--- src/rtl/b_resp_router_pkg.sv ---
// Shared constants and helpers for the ordered B-response router.
package b_resp_router_pkg;

  localparam logic [1:0] RESP_OKAY   = 2'b00;
  localparam logic [1:0] RESP_EXOKAY = 2'b01;
  localparam logic [1:0] RESP_SLVERR = 2'b10;
  localparam logic [1:0] RESP_DECERR = 2'b11;

  // Ceiling log2; clog2(1) = 0.
  function automatic int unsigned clog2(input int unsigned v);
    int unsigned r;
    r = 0;
    for (int i = 0; i < 32; i++) begin
      if ((64'd1 << i) < 64'(v)) r = i + 1;
    end
    return r;
  endfunction

  // Index of the highest set bit among the low n bits; 0 when none set.
  function automatic int unsigned onehot_to_idx(input logic [255:0] vec, input int unsigned n);
    int unsigned idx;
    idx = 0;
    for (int i = 0; i < 256; i++) begin
      if (i < int'(n) && vec[i]) idx = i;
    end
    return idx;
  endfunction

endpackage

--- src/rtl/b_order_fifo.sv ---
// In-order tracking FIFO of master indices; push when full / pop when empty are ignored.
module b_order_fifo
  import b_resp_router_pkg::*;
#(
  parameter int DATA_W = 4,
  parameter int DEPTH  = 4,
  parameter int CNT_W  = 3
) (
  input  logic              clk,
  input  logic              rst_n,
  input  logic              push_i,
  input  logic [DATA_W-1:0] data_i,
  input  logic              pop_i,
  output logic [DATA_W-1:0] data_o,
  output logic              full_o,
  output logic              empty_o,
  output logic [CNT_W-1:0]  count_o
);

  localparam int PTR_W = (clog2(DEPTH) > 1) ? clog2(DEPTH) : 1;

  logic [DATA_W-1:0] mem_q [DEPTH];
  logic [PTR_W-1:0]  wr_ptr_q, rd_ptr_q;
  logic [CNT_W-1:0]  count_q;
  logic              push_ok, pop_ok;

  function automatic logic [PTR_W-1:0] ptr_inc(input logic [PTR_W-1:0] p);
    return (p == PTR_W'(DEPTH - 1)) ? '0 : p + PTR_W'(1);
  endfunction

  assign full_o  = (count_q == CNT_W'(DEPTH));
  assign empty_o = (count_q == '0);
  assign count_o = count_q;
  assign data_o  = mem_q[rd_ptr_q];
  assign push_ok = push_i && !full_o;
  assign pop_ok  = pop_i && !empty_o;

  // Pointer and occupancy tracking; reset flushes the queue.
  always_ff @(posedge clk or negedge rst_n) begin
    if (!rst_n) begin
      wr_ptr_q <= '0;
      rd_ptr_q <= '0;
      count_q  <= '0;
    end else begin
      if (push_ok) wr_ptr_q <= ptr_inc(wr_ptr_q);
      if (pop_ok)  rd_ptr_q <= ptr_inc(rd_ptr_q);
      if (push_ok && !pop_ok)      count_q <= count_q + CNT_W'(1);
      else if (pop_ok && !push_ok) count_q <= count_q - CNT_W'(1);
    end
  end

  // Entry storage; contents are don't-care while not occupied.
  always_ff @(posedge clk) begin
    if (push_ok) mem_q[wr_ptr_q] <= data_i;
  end

endmodule

--- src/rtl/b_resp_router.sv ---
// Ordered AXI-Lite B-response router: records the issuing master of each AW and
// steers returning B responses to the oldest outstanding master.
// Optional output register: define B_RESP_ROUTER_OUT_REG_EN.
module b_resp_router
  import b_resp_router_pkg::*;
#(
  parameter int TRANS_WR_RESP_W = 2,
  parameter int NUM_MASTERS     = 16,
  parameter int MAX_OUTSTANDING = 4,
  localparam int IDX_W = (clog2(NUM_MASTERS) > 1) ? clog2(NUM_MASTERS) : 1,
  localparam int CNT_W = clog2(MAX_OUTSTANDING + 1)
) (
  input  logic                                   clk,
  input  logic                                   rst_n,
  input  logic                                   aw_push_valid_i,
  input  logic [NUM_MASTERS-1:0]                 aw_push_master_i,
  output logic                                   aw_push_ready_o,
  input  logic [TRANS_WR_RESP_W-1:0]             s_axi_bresp_i,
  input  logic                                   s_axi_bvalid_i,
  output logic                                   s_axi_bready_o,
  output logic [TRANS_WR_RESP_W*NUM_MASTERS-1:0] m_axi_bresp_o,
  output logic [NUM_MASTERS-1:0]                 m_axi_bvalid_o,
  input  logic [NUM_MASTERS-1:0]                 m_axi_bready_i,
  output logic [CNT_W-1:0]                       outstanding_cnt_o,
  output logic                                   err_unexpected_b_o
);

  localparam int W = TRANS_WR_RESP_W;

  logic [255:0]     push_vec;
  logic [IDX_W-1:0] push_idx, head;
  logic             full, empty, s_accept, drop, err_q;

  assign push_vec = 256'(aw_push_master_i);
  assign push_idx = IDX_W'(onehot_to_idx(push_vec, NUM_MASTERS));

  b_order_fifo #(.DATA_W(IDX_W), .DEPTH(MAX_OUTSTANDING), .CNT_W(CNT_W)) u_fifo (
    .clk     (clk),
    .rst_n   (rst_n),
    .push_i  (aw_push_valid_i),
    .data_i  (push_idx),
    .pop_i   (s_accept),
    .data_o  (head),
    .full_o  (full),
    .empty_o (empty),
    .count_o (outstanding_cnt_o)
  );

  assign aw_push_ready_o    = !full;
  assign s_accept           = s_axi_bvalid_i && s_axi_bready_o && !empty;
  assign drop               = s_axi_bvalid_i && s_axi_bready_o && empty;
  assign err_unexpected_b_o = err_q;

  // Unexpected-response pulse, one cycle after the dropped B.
  always_ff @(posedge clk or negedge rst_n) begin
    if (!rst_n) err_q <= 1'b0;
    else        err_q <= drop;
  end

`ifdef B_RESP_ROUTER_OUT_REG_EN
  // Output register kept in decoded form so every m_axi_* bit is a flop.
  logic [NUM_MASTERS-1:0]   bvalid_q;
  logic [W*NUM_MASTERS-1:0] bresp_q;
  logic                     unload_ok;

  assign unload_ok      = (bvalid_q == '0) || ((bvalid_q & m_axi_bready_i) != '0);
  assign s_axi_bready_o = empty ? !aw_push_valid_i : unload_ok;
  assign m_axi_bvalid_o = bvalid_q;
  assign m_axi_bresp_o  = bresp_q;

  // Load on slave acceptance, clear on master handshake; load wins for back-to-back.
  always_ff @(posedge clk or negedge rst_n) begin
    if (!rst_n) begin
      bvalid_q <= '0;
      bresp_q  <= '0;
    end else if (s_accept) begin
      bvalid_q <= '0;
      bresp_q  <= '0;
      bvalid_q[head] <= 1'b1;
      bresp_q[int'(head)*W +: W] <= s_axi_bresp_i;
    end else if ((bvalid_q & m_axi_bready_i) != '0) begin
      bvalid_q <= '0;
      bresp_q  <= '0;
    end
  end
`else
  assign s_axi_bready_o = empty ? !aw_push_valid_i : m_axi_bready_i[head];

  // Pass-through steering of the slave B to the head master only.
  always_comb begin
    m_axi_bvalid_o = '0;
    m_axi_bresp_o  = '0;
    if (!empty) begin
      m_axi_bvalid_o[head]              = s_axi_bvalid_i;
      m_axi_bresp_o[int'(head)*W +: W]  = s_axi_bresp_i;
    end
  end
`endif

endmodule

--- config.mk ---
export PLATFORM = sky130hd
export DESIGN_NAME = b_resp_router
export DESIGN_NICKNAME = d
export VERILOG_FILES = /design/src/rtl/b_resp_router_pkg.sv /design/src/rtl/b_order_fifo.sv /design/src/rtl/b_resp_router.sv
export SDC_FILE = /design/constraint.sdc
export NUM_CORES = 1
export LEC_CHECK = 0
export BUFFER_PORTS_ARGS = -buffer_cell sky130_fd_sc_hd__buf_4
export CELL_PAD_IN_SITES_DETAIL_PLACEMENT = 2
export CELL_PAD_IN_SITES_GLOBAL_PLACEMENT = 2
export CORE_MARGIN = 8
export CORE_UTILIZATION = 25
export CTS_BUF_LIST = sky130_fd_sc_hd__clkbuf_2
export DETAILED_ROUTE_END_ITERATION = 10
export GPL_TIMING_DRIVEN = 0
export PLACE_DENSITY_LB_ADDON = 0.1
export SYNTH_ARGS = -nofsm -noshare
export SYNTH_HDL_FRONTEND = slang
export SYNTH_SLANG_ARGS = --single-unit
--- constraint.sdc ---
create_clock -name clk -period 6.7 [get_ports clk]
set_clock_uncertainty 0.15 [all_clocks]
set_input_delay 0.67 -clock clk [delete_from_list [all_inputs] [get_ports clk]]
set_output_delay 0.67 -clock clk [all_outputs]
set_load 0.01 [all_outputs]
==> impl_metrics.csv, run 1 <==
group,metric,value,unit
timing,tns,0,ns
detailed_routing,dr.pass1.iters,3,
logic_synthesis,synth_edf_count,16,
floorplanning,die_area,10360,um^2
logic_synthesis,synth_top_area_share,26.10,%
timing,rsz0062_at_grt,"false",
run,drv_cap,0,
critical_path,cp.required,5.88,ns
power_and_ir_drop,design_power_total,0.001101,W
min_path,min_path_type,"primary input to flip-flop",
detailed_routing,wl_per_cell,16.55,um
clock_tree,clkLatencyLatePin,0.37,ns
logic_synthesis,synthArstFlopShare,33.33,%
floorplanning,core,7176,um^2
global_routing,grt_max_degree,15,
critical_path,arrival,3.46,ns
timing,setup_slack,2.420,ns
global_routing,grt_pass1_vias,2130,
logic_synthesis,netlist_instances,205,
finish,drive_above_1_share,36.00,%
detailed_routing,vias_per_cell,4.674,
detailed_routing,detail-route-antenna-nets,0,
timing,finalCritPeriodShare,63.87,%
floorplanning,row_count,31,
critical_path,crit_fanout,11,
clock_tree,tritoncts,"yes",
logic_synthesis,synthDistinctLibCells,41,
logic_synthesis,ys_ff_latch,24,
critical_path,crit_path_start_kind,"flip-flop",
logic_synthesis,synth.most_common_cell,"nor2_1",
global_routing,grt_pass1_wl,10.69,mm
global_routing,antenna_found_initial,0,
logic_synthesis,synthesis.nets,255,
clock_tree,cts_sinks,24,
timing,period_minus_slack,4.280,ns
logic_synthesis,synth_common_cells,"nor2_1, nand2_1, edfxtp_1, inv_1, nor3_1",
timing,slew_headroom,68.02,%
clock_tree,root_buffer,"clkbuf_2",
global_routing,grtUsageTotal,12.82,%
logic_synthesis,seq_area_frac_synth,36.98,%
timing,worstMarginPinSlew,0.4757,ns
clock_tree,cts_resized,0,
detailed_routing,route.detailed.drc,0,
status,outcome,"finished clean",
floorplanning,ios,92,
logic_synthesis,synthTopCellsByArea,"edfxtp_1, dfrtp_1, nor2_1",
logic_synthesis,ys_warn_count,0,
logic_synthesis,syn_area,1841,um^2
timing,fmax,233.7,MHz
critical_path,cp-end-kind,"output pin",
logic_synthesis,syn_avg_cell_area,8.978,um^2
finish,fillCellCount,828,
floorplanning,die_x,101.8,um
clock_tree,ctsLongestPathBuffers,2,
placement,port_buffers,90,
placement,dp_slack,2.851,ns
clock_tree,cts_made_buffers,3,
placement,gp_congestion,0.7245,
floorplanning,initial_core_util,25.65,%
finish,layout.nets,351,
power_and_ir_drop,leakage,1.217,nW
critical_path,worstSetupPathType,"flip-flop to output pin",
floorplanning,die_h,101.8,um
logic_synthesis,yosys.area.top_type,"edfxtp_1",
finish,antenna_cells,0,
timing,hold_viol_final,0,
logic_synthesis,synth_ff_type,"edfxtp_1",
detailed_routing,vias,1865,
clock_tree,path_clk_slew,0.26,ns
global_routing,grt_overflow,0,
clock_tree,htree_levels,1,
timing,setup_viol,0,
placement,hpwl,5.656,mm
power_and_ir_drop,ir_drop,0.1544,mV
detailed_routing,drt_iter0_drc,9,
finish,area_growth,46.43,%
detailed_routing,wirelength,6.602,mm
timing,slew_viol_final,0,
power_and_ir_drop,powerDensity,408.7,nW/um^2
==> routing by layer <==
metal / track usage, % / share of wire (%) / vias to the layer above
li1: - / - / 910
met3: 1.787 / 4.2 / 5
met2: 24.45 / 52 / 53
met4: 2.749 / 0.74 / 0
met1: 14.56 / 43 / 897
met5: 0 / 0 / -
==> worst max-delay path, stage by stage (launching register included) <==
cell and delay (ns):
dfrtp_1 0.45, buf_6 0.15, mux4_2 0.56, buf_6 0.19, or2_2 0.32, nor2_1 0.10
ha_1 0.30, nor2b_1 0.32, nand4b_1 0.12, or3_1 0.35, nor2_1 0.10, buf_4 0.13
==> cell families after synthesis <==
group                      count (synthesis)  synth area share [%]
AOI/OAI and AO/OA                         21                 7.001
xor gates and xnor gates                   4                 1.904
adders and majority gates                 12                 8.566
buffers and inverters                     18                 4.554
DFF                                       24                 36.98
muxes                                     15                 11.62
and+or+nand+nor                          111                 29.37
==> report_power, final <==
part	switching, W	internal, W	leakage (nW)
registers	0.0000343	0.000201	0.235
logic	0.000445	0.000321	0.955
clock network	0.0000483	0.0000513	0.0266
==> cells in the final DEF (no fill, tap or decap), drive strengths merged, types with 5 or more instances in the layout <==
cell,instances
a21oi,6
o21ai,5
nor3,12
ha,11
edfxtp,16
clkbuf,6
buf,93
inv,12
nand2,17
nor2,47
dfrtp,8
mux2i,8
nand2b,6
==> final timing paths <==
check	from	endpoint	slack, ns	cells past startpoint
max in group asynchronous	rst_n	u_fifo.wr_ptr_q[0]	5.82	2
worst max-delay path	u_fifo.rd_ptr_q[0]	m_axi_bresp_o[1]	2.42	11
worst min register to register	u_fifo.count_o[2]	u_fifo.count_o[2]	0.41	1
worst min-delay path	aw_push_valid_i	err_unexpected_b_o	0.32	2
worst max register to register	u_fifo.rd_ptr_q[0]	u_fifo.count_o[1]	3.20	13
min in group asynchronous	rst_n	u_fifo.count_o[1]	0.46	2
==> layout make-up <==
class / count / area (um^2) / share of cell area, %
Clock inverter: 1 / 30.03 / 1.114
Inverter: 12 / 45.04 / 1.671
Sequential cell: 24 / 680.7 / 25.26
Multi-Input combinational cell: 163 / 1076 / 39.93
Timing Repair Buffer: 91 / 685.7 / 25.44
Buffer: 6 / 38.79 / 1.439
Clock buffer: 3 / 15.01 / 0.5571
Tap cell: 99 / 123.9 / 4.596
==> stage by stage <==
stage               util [%]  hold WS [ns]  cell area [um^2]  std cells
floorplan                  -        0.2244              1841        205
global placement       36.79        0.3466              2640        394
detailed placement     36.79        0.3520              2640        394
CTS                    37.56        0.3099              2695        399
global route           37.56        0.3118              2695        399
finish                 37.56        0.3182              2695        399
==> state kept, by name (all words and copies together) (netlist names) <==
register	flops
u_fifo.mem_q	16
u_fifo.count_o	3
u_fifo.rd_ptr_q	2
u_fifo.wr_ptr_q	2
err_unexpected_b_o	1
==> repair_timing <==
item,4_1_cts,5_1_grt
endpoints found under the hold margin,8,0
hold buffers,1,0
buffers inserted,0,0
Power figures use the tool's default switching activity.
==> run 2, diff against run 1 <==
--- a/config.mk
+++ b/config.mk
@@ -9,7 +9,7 @@
 export CELL_PAD_IN_SITES_DETAIL_PLACEMENT = 2
 export CELL_PAD_IN_SITES_GLOBAL_PLACEMENT = 2
 export CORE_MARGIN = 8
-export CORE_UTILIZATION = 25
+export CORE_UTILIZATION = 24
 export CTS_BUF_LIST = sky130_fd_sc_hd__clkbuf_2
 export DETAILED_ROUTE_END_ITERATION = 10
 export GPL_TIMING_DRIVEN = 0
==> constraint.sdc (replaced) <==
create_clock -name clk -period 3.5 [get_ports clk]
set_clock_uncertainty 0.15 [all_clocks]
set_input_delay 0.35 -clock clk [delete_from_list [all_inputs] [get_ports clk]]
set_output_delay 0.35 -clock clk [all_outputs]
set_load 0.01 [all_outputs]
==> impl_metrics.csv, run 2 (synthesis gave the netlist of run 1 again) <==
group,metric,value,unit
finish,mostFrequentLayoutCells,"buf_4, nor2_1, nand2_1, edfxtp_1, nor3_1",
detailed_routing,wirelength,6.643,mm
global_routing,grt_overflow,0,
min_path,min_path_type,"primary input to flip-flop",
finish,antenna_cells,0,
placement,hpwl,5.536,mm
power_and_ir_drop,clockPowerShare,7.1,%
clock_tree,clkLatencyLatePin,0.33,ns
finish,largest_reg_flops,16,
finish,drive_above_1_share,48.10,%
critical_path,crit_fanout,5,
timing,fmax,285.6,MHz
detailed_routing,dr.pass1.iters,5,
timing,setup_slack,-0.001359,ns
placement,port_buffers,90,
critical_path,crit_path_start_kind,"flip-flop",
placement,gp_congestion,0.7033,
floorplanning,initial_core_util,24.32,%
power_and_ir_drop,leakage,1.334,nW
finish,layout.nets,367,
global_routing,grt_pass1_wl,10.90,mm
floorplanning,core,7567,um^2
detailed_routing,drt_iter0_drc,15,
power_and_ir_drop,p_sw,0.001140,W
floorplanning,ios,92,
power_and_ir_drop,design_power_total,0.002538,W
finish,stdcell_count,418,
timing,tns,-0.001359,ns
finish,final_util,39.65,%
floorplanning,die_x,103.6,um
placement,dp_cells,397,
timing,slew_headroom,65.13,%
power_and_ir_drop,seq_power_share,17.8,%
finish,area_growth,63.02,%
critical_path,critical_path.cell_chain,"buf_6 -> mux4_2 -> buf_8 -> or2_4 -> nor2_4 -> ha_4 -> nor2b_4 -> nand4b_1 -> or3_4 -> nor2_4 -> buf_6",
floorplanning,row_count,32,
detailed_routing,detail-route-antenna-nets,0,
floorplanning,die_area,10730,um^2
detailed_routing,vias,1903,
clock_tree,cts_sinks,24,
power_and_ir_drop,pwr-share-comb,75.1,%
status,outcome,"complete, but fails checks",
timing,hold_viol_final,0,
status,violations,"negative setup slack",
timing,period_minus_slack,3.501,ns
clock_tree,htree_levels,1,
clock_tree,root_buffer,"clkbuf_2",
power_and_ir_drop,internal-power,0.001399,W
finish,largest_register,"u_fifo.mem_q",
global_routing,grt_max_degree,15,
power_and_ir_drop,netSwitchingFraction,44.90,%
finish,mostFrequentLayoutCell,"buf_4",
critical_path,arrival,3.00,ns
floorplanning,die_h,103.6,um
timing,finalCritPeriodShare,100.0,%
clock_tree,ctsLongestPathBuffers,2,
critical_path,timing.reg2reg.setup_slack,0.12,ns
run,drv_cap,0,
power_and_ir_drop,powerDensity,846.0,nW/um^2
critical_path,cp.required,3.00,ns
finish,fillCellCount,854,
timing,slew_viol_final,0,
power_and_ir_drop,ir_drop,0.3046,mV
critical_path,cp-end-kind,"output pin",
global_routing,antenna_found_initial,0,
clock_tree,cts_made_buffers,3,
critical_path,worstSetupPathType,"flip-flop to output pin",
global_routing,grtUsageTotal,12.03,%
detailed_routing,wl_per_cell,15.89,um
critical_path,cp_slowest_cell,"mux4_2",
clock_tree,path_clk_slew,0.22,ns
timing,worstMarginPinSlew,0.5186,ns
timing,rsz0062_at_grt,"true",
detailed_routing,route.detailed.drc,0,
critical_path,max_stage_delay,0.55,ns
global_routing,grt_pass1_vias,2133,
clock_tree,tritoncts,"yes",
detailed_routing,vias_per_cell,4.553,
timing,setup_viol,1,
## run 2: cell count changes in the layout (fill, tap and decap cells not counted), sizes merged
cell    before  now
clkbuf       6    4
buf         93  111
## run 2: power by group through the flow
| stage | clock network, W | registers, W | logic, W |
|---|---|---|---|
| detailed placement | 0 | 0.000459 | 0.00149 |
| global placement | 0 | 0.000452 | 0.00146 |
| CTS | 0.000189 | 0.000452 | 0.00172 |
| finish | 0.000181 | 0.000451 | 0.00191 |
| global route | 0.000198 | 0.000461 | 0.00210 |
| floorplan | 0 | 0.000448 | 0.000997 |
## run 2: critical path: cells and delay by family (launching register included)
kind / cells / cell delay [ns]
muxes: 1 / 0.55
buffers and inverters: 3 / 0.40
DFF: 1 / 0.44
adders and majority gates: 1 / 0.21
and+or+nand+nor: 6 / 1.07
## run 2: final cells by class
type	instances	area (um^2)	share of cell area, %
buffer	4	41.29	1.376
clock buffer	3	15.01	0.5004
clock inverter	1	30.03	1.001
inverter	12	47.55	1.585
multi-input combinational	163	1210	40.33
sequential	24	680.7	22.69
tap	102	127.6	4.254
timing repair buffer	109	848.3	28.27
## run 2: final timing paths
check,startpoint,depth (start not counted),endpoint
min,aw_push_valid_i,2,err_unexpected_b_o
max in group asynchronous,rst_n,2,u_fifo.wr_ptr_q[1]
max,u_fifo.rd_ptr_q[0],11,m_axi_bresp_o[1]
min in group asynchronous,rst_n,2,u_fifo.count_o[1]
min reg2reg,u_fifo.count_o[2],1,u_fifo.count_o[2]
max reg2reg,u_fifo.rd_ptr_q[0],14,u_fifo.count_o[1]
## run 2: routing by layer
layer | part of all wire (%) | global-route usage (%)
met4 | 0.42 | 2.518
met1 | 43 | 13.88
met3 | 3.6 | 1.859
met5 | 0 | 0
met2 | 53 | 22.59
## run 2: repair_timing
| item | in CTS | in global routing |
|---|---|---|
| gates cloned | 1 | 0 |
| setup endpoints to repair | 31 | 24 |
| buffers inserted | 8 | 9 |
| hold endpoints to repair | 8 | 0 |
| hold buffers | 1 | 0 |
| gates resized for setup | 11 | 30 |
| pin swaps | 0 | 10 |
## run 2: stage by stage
| stage | hold slack [ns] | cell area [um^2] | worst slack, ns |
|---|---|---|---|
| floorplan | -0.09559 | 1841 | 0.2706 |
| global placement | 0.02704 | 2644 | -0.003505 |
| detailed placement | 0.02702 | 2644 | -0.08996 |
| CTS | 0.02128 | 2831 | -0.03040 |
| global route | 0.006149 | 3000 | -0.1492 |
| finish | 0.04098 | 3000 | -0.001359 |
==> run 3, diff against run 2 <==
--- a/config.mk
+++ b/config.mk
@@ -5,7 +5,7 @@
 export SDC_FILE = /design/constraint.sdc
 export NUM_CORES = 1
 export LEC_CHECK = 0
-export BUFFER_PORTS_ARGS = -buffer_cell sky130_fd_sc_hd__buf_4
+export BUFFER_PORTS_ARGS = -buffer_cell sky130_fd_sc_hd__buf_2
 export CELL_PAD_IN_SITES_DETAIL_PLACEMENT = 2
 export CELL_PAD_IN_SITES_GLOBAL_PLACEMENT = 2
 export CORE_MARGIN = 8
@@ -14,6 +14,7 @@
 export DETAILED_ROUTE_END_ITERATION = 10
 export GPL_TIMING_DRIVEN = 0
 export PLACE_DENSITY_LB_ADDON = 0.1
+export SETUP_SLACK_MARGIN = 0.2
 export SYNTH_ARGS = -nofsm -noshare
 export SYNTH_HDL_FRONTEND = slang
 export SYNTH_SLANG_ARGS = --single-unit
==> impl_metrics.csv, run 3 (synthesis gave the netlist of run 1 again) <==
group,metric,value,unit
floorplanning,die_area,10730,um^2
finish,largest_register,"u_fifo.mem_q",
detailed_routing,route.detailed.drc,0,
power_and_ir_drop,powerDensity,960.5,nW/um^2
floorplanning,row_count,32,
timing,hold_viol_final,0,
critical_path,crit_fanout,6,
placement,port_buffers,90,
finish,largest_reg_flops,16,
timing,rsz0062_at_grt,"true",
critical_path,r2r-end,"u_fifo.count_o[1]",
timing,worstMarginPinSlew,0.5208,ns
timing,setup_viol,0,
finish,mostFrequentLayoutCells,"buf_2, nor2_1, buf_4, edfxtp_1, nand2_1",
detailed_routing,detail-route-antenna-nets,0,
run,drv_cap,0,
detailed_routing,drt_iter0_drc,13,
critical_path,arrival,2.96,ns
timing,finalCritPeriodShare,98.78,%
clock_tree,path_clk_slew,0.22,ns
timing,fmax,289.2,MHz
global_routing,grt_pass1_vias,2194,
clock_tree,ctsLongestPathBuffers,2,
placement,dp_slack,-0.03148,ns
detailed_routing,wirelength,6.908,mm
finish,drive_above_1_share,52.44,%
detailed_routing,vias,1985,
floorplanning,die_h,103.6,um
clock_tree,cts_sinks,24,
timing,slew_headroom,64.98,%
floorplanning,ios,92,
timing,slew_viol_final,0,
placement,gp_congestion,0.7100,
critical_path,cp.required,3.00,ns
finish,mostFrequentLayoutCell,"buf_2",
finish,layout.nets,379,
critical_path,worstSetupPathType,"flip-flop to output pin",
placement,dpl-instance-area,2419,um^2
min_path,min_path_type,"primary input to flip-flop",
timing,hold_slack,0.08172,ns
critical_path,timing.rr.start,"u_fifo.rd_ptr_q[0]",
min_path,holdPathStages,2,
finish,final_cell_area,2934,um^2
status,outcome,"finished clean",
global_routing,grt_pass1_wl,11.25,mm
placement,hpwl,5.369,mm
detailed_routing,dr.pass1.iters,2,
critical_path,crit_path_start_kind,"flip-flop",
critical_path,crit_start,"u_fifo.rd_ptr_q[0]",
clock_tree,htree_levels,1,
critical_path,worstRegToRegCells,15,
power_and_ir_drop,leakage,1.389,nW
finish,final_util,38.77,%
global_routing,antenna_found_initial,0,
finish,antenna_cells,0,
clock_tree,cts_made_buffers,3,
detailed_routing,wl_per_cell,16.07,um
floorplanning,initial_core_util,24.32,%
clock_tree,clkLatencyLatePin,0.32,ns
finish,area_growth,59.42,%
global_routing,grt_max_degree,15,
clock_tree,tritoncts,"yes",
critical_path,cp-end-kind,"output pin",
global_routing,grtUsageTotal,12.26,%
critical_path,endpoint,"m_axi_bresp_o[0]",
clock_tree,root_buffer,"clkbuf_2",
floorplanning,core,7567,um^2
floorplanning,die_x,103.6,um
detailed_routing,vias_per_cell,4.616,
global_routing,grt_overflow,0,
timing,period_minus_slack,3.457,ns
timing,setup_slack,0.04266,ns
critical_path,timing.reg2reg.setup_slack,0.13,ns
power_and_ir_drop,ir_drop,0.2391,mV
run 3: changes by cell type in the layout (fill, tap and decap cells not counted), moves of 3 or more:
cell      delta
buf_2       +90
buf_4       -80
inv_1        -3
nand2_1      -3
nand2_2      +3
nand2b_1     -3
nand2b_4     +4
run 3: power by group:
part	internal (W)	switching (W)	leakage, nW	total [W]
Sequential	0.000385	0.0000612	0.235	0.000446
Combinational	0.00107	0.00113	1.13	0.00219
Clock	0.0000985	0.0000805	0.0266	0.000179
Total	0.00155	0.00127	1.39	0.00282
run 3: timing repair:
item                       4_1_cts  5_1_grt
pin swaps                        7       17
setup buffers                   16       12
hold buffers                     1        0
gates resized for setup         35       28
setup endpoints to repair       34       35
hold endpoints to repair         8        0
run 3: layout make-up:
type / instances / area (um^2)
Tap cell: 102 / 127.6
Sequential cell: 24 / 680.7
Clock buffer: 3 / 15.01
Multi-Input combinational cell: 163 / 1259
Inverter: 12 / 55.05
Clock inverter: 1 / 30.03
Timing Repair Buffer: 119 / 699.4
Fill cell: 875 / 4633
Buffer: 6 / 67.56
run 3: worst min-delay path by stage:
| stage | from | endpoint | slack, ns |
|---|---|---|---|
| after floorplan | rst_n | err_unexpected_b_o | -0.1 |
| after global placement | rst_n | u_fifo.count_o[1] | 0.06 |
| after detailed placement | rst_n | u_fifo.count_o[0] | 0.06 |
| after CTS | aw_push_valid_i | err_unexpected_b_o | 0.07 |
| after global routing | aw_push_valid_i | err_unexpected_b_o | 0.07 |
| final | aw_push_valid_i | err_unexpected_b_o | 0.08 |
run 3: metal layers:
metal / GRT usage (%) / part of all wire, % / vias up
met5: 0 / 0 / -
met4: 2.204 / 0.41 / 0
met3: 1.983 / 3.7 / 2
met2: 22.87 / 54 / 50
met1: 14.34 / 42 / 959
li1: - / - / 974
run 3: worst max-delay path, stage by stage, from the launching register on:
cell	delay [ns]
dfrtp_1	0.42
buf_6	0.13
mux4_2	0.53
buf_8	0.15
or2_4	0.27
nor2_4	0.10
ha_4	0.22
nor2b_4	0.13
nand4b_1	0.10
or3_1	0.34
nor2_1	0.11
buf_2	0.14
run 3: metrics by stage:
stage	TNS, ns	total power, W	cells
after CTS	0	0.002536	418
after detailed placement	-0.05605	0.001877	397
final	0	0.002818	430
after global routing	-0.4852	0.003055	430
after floorplan	0	0.001445	205
after global placement	0	0.001843	397
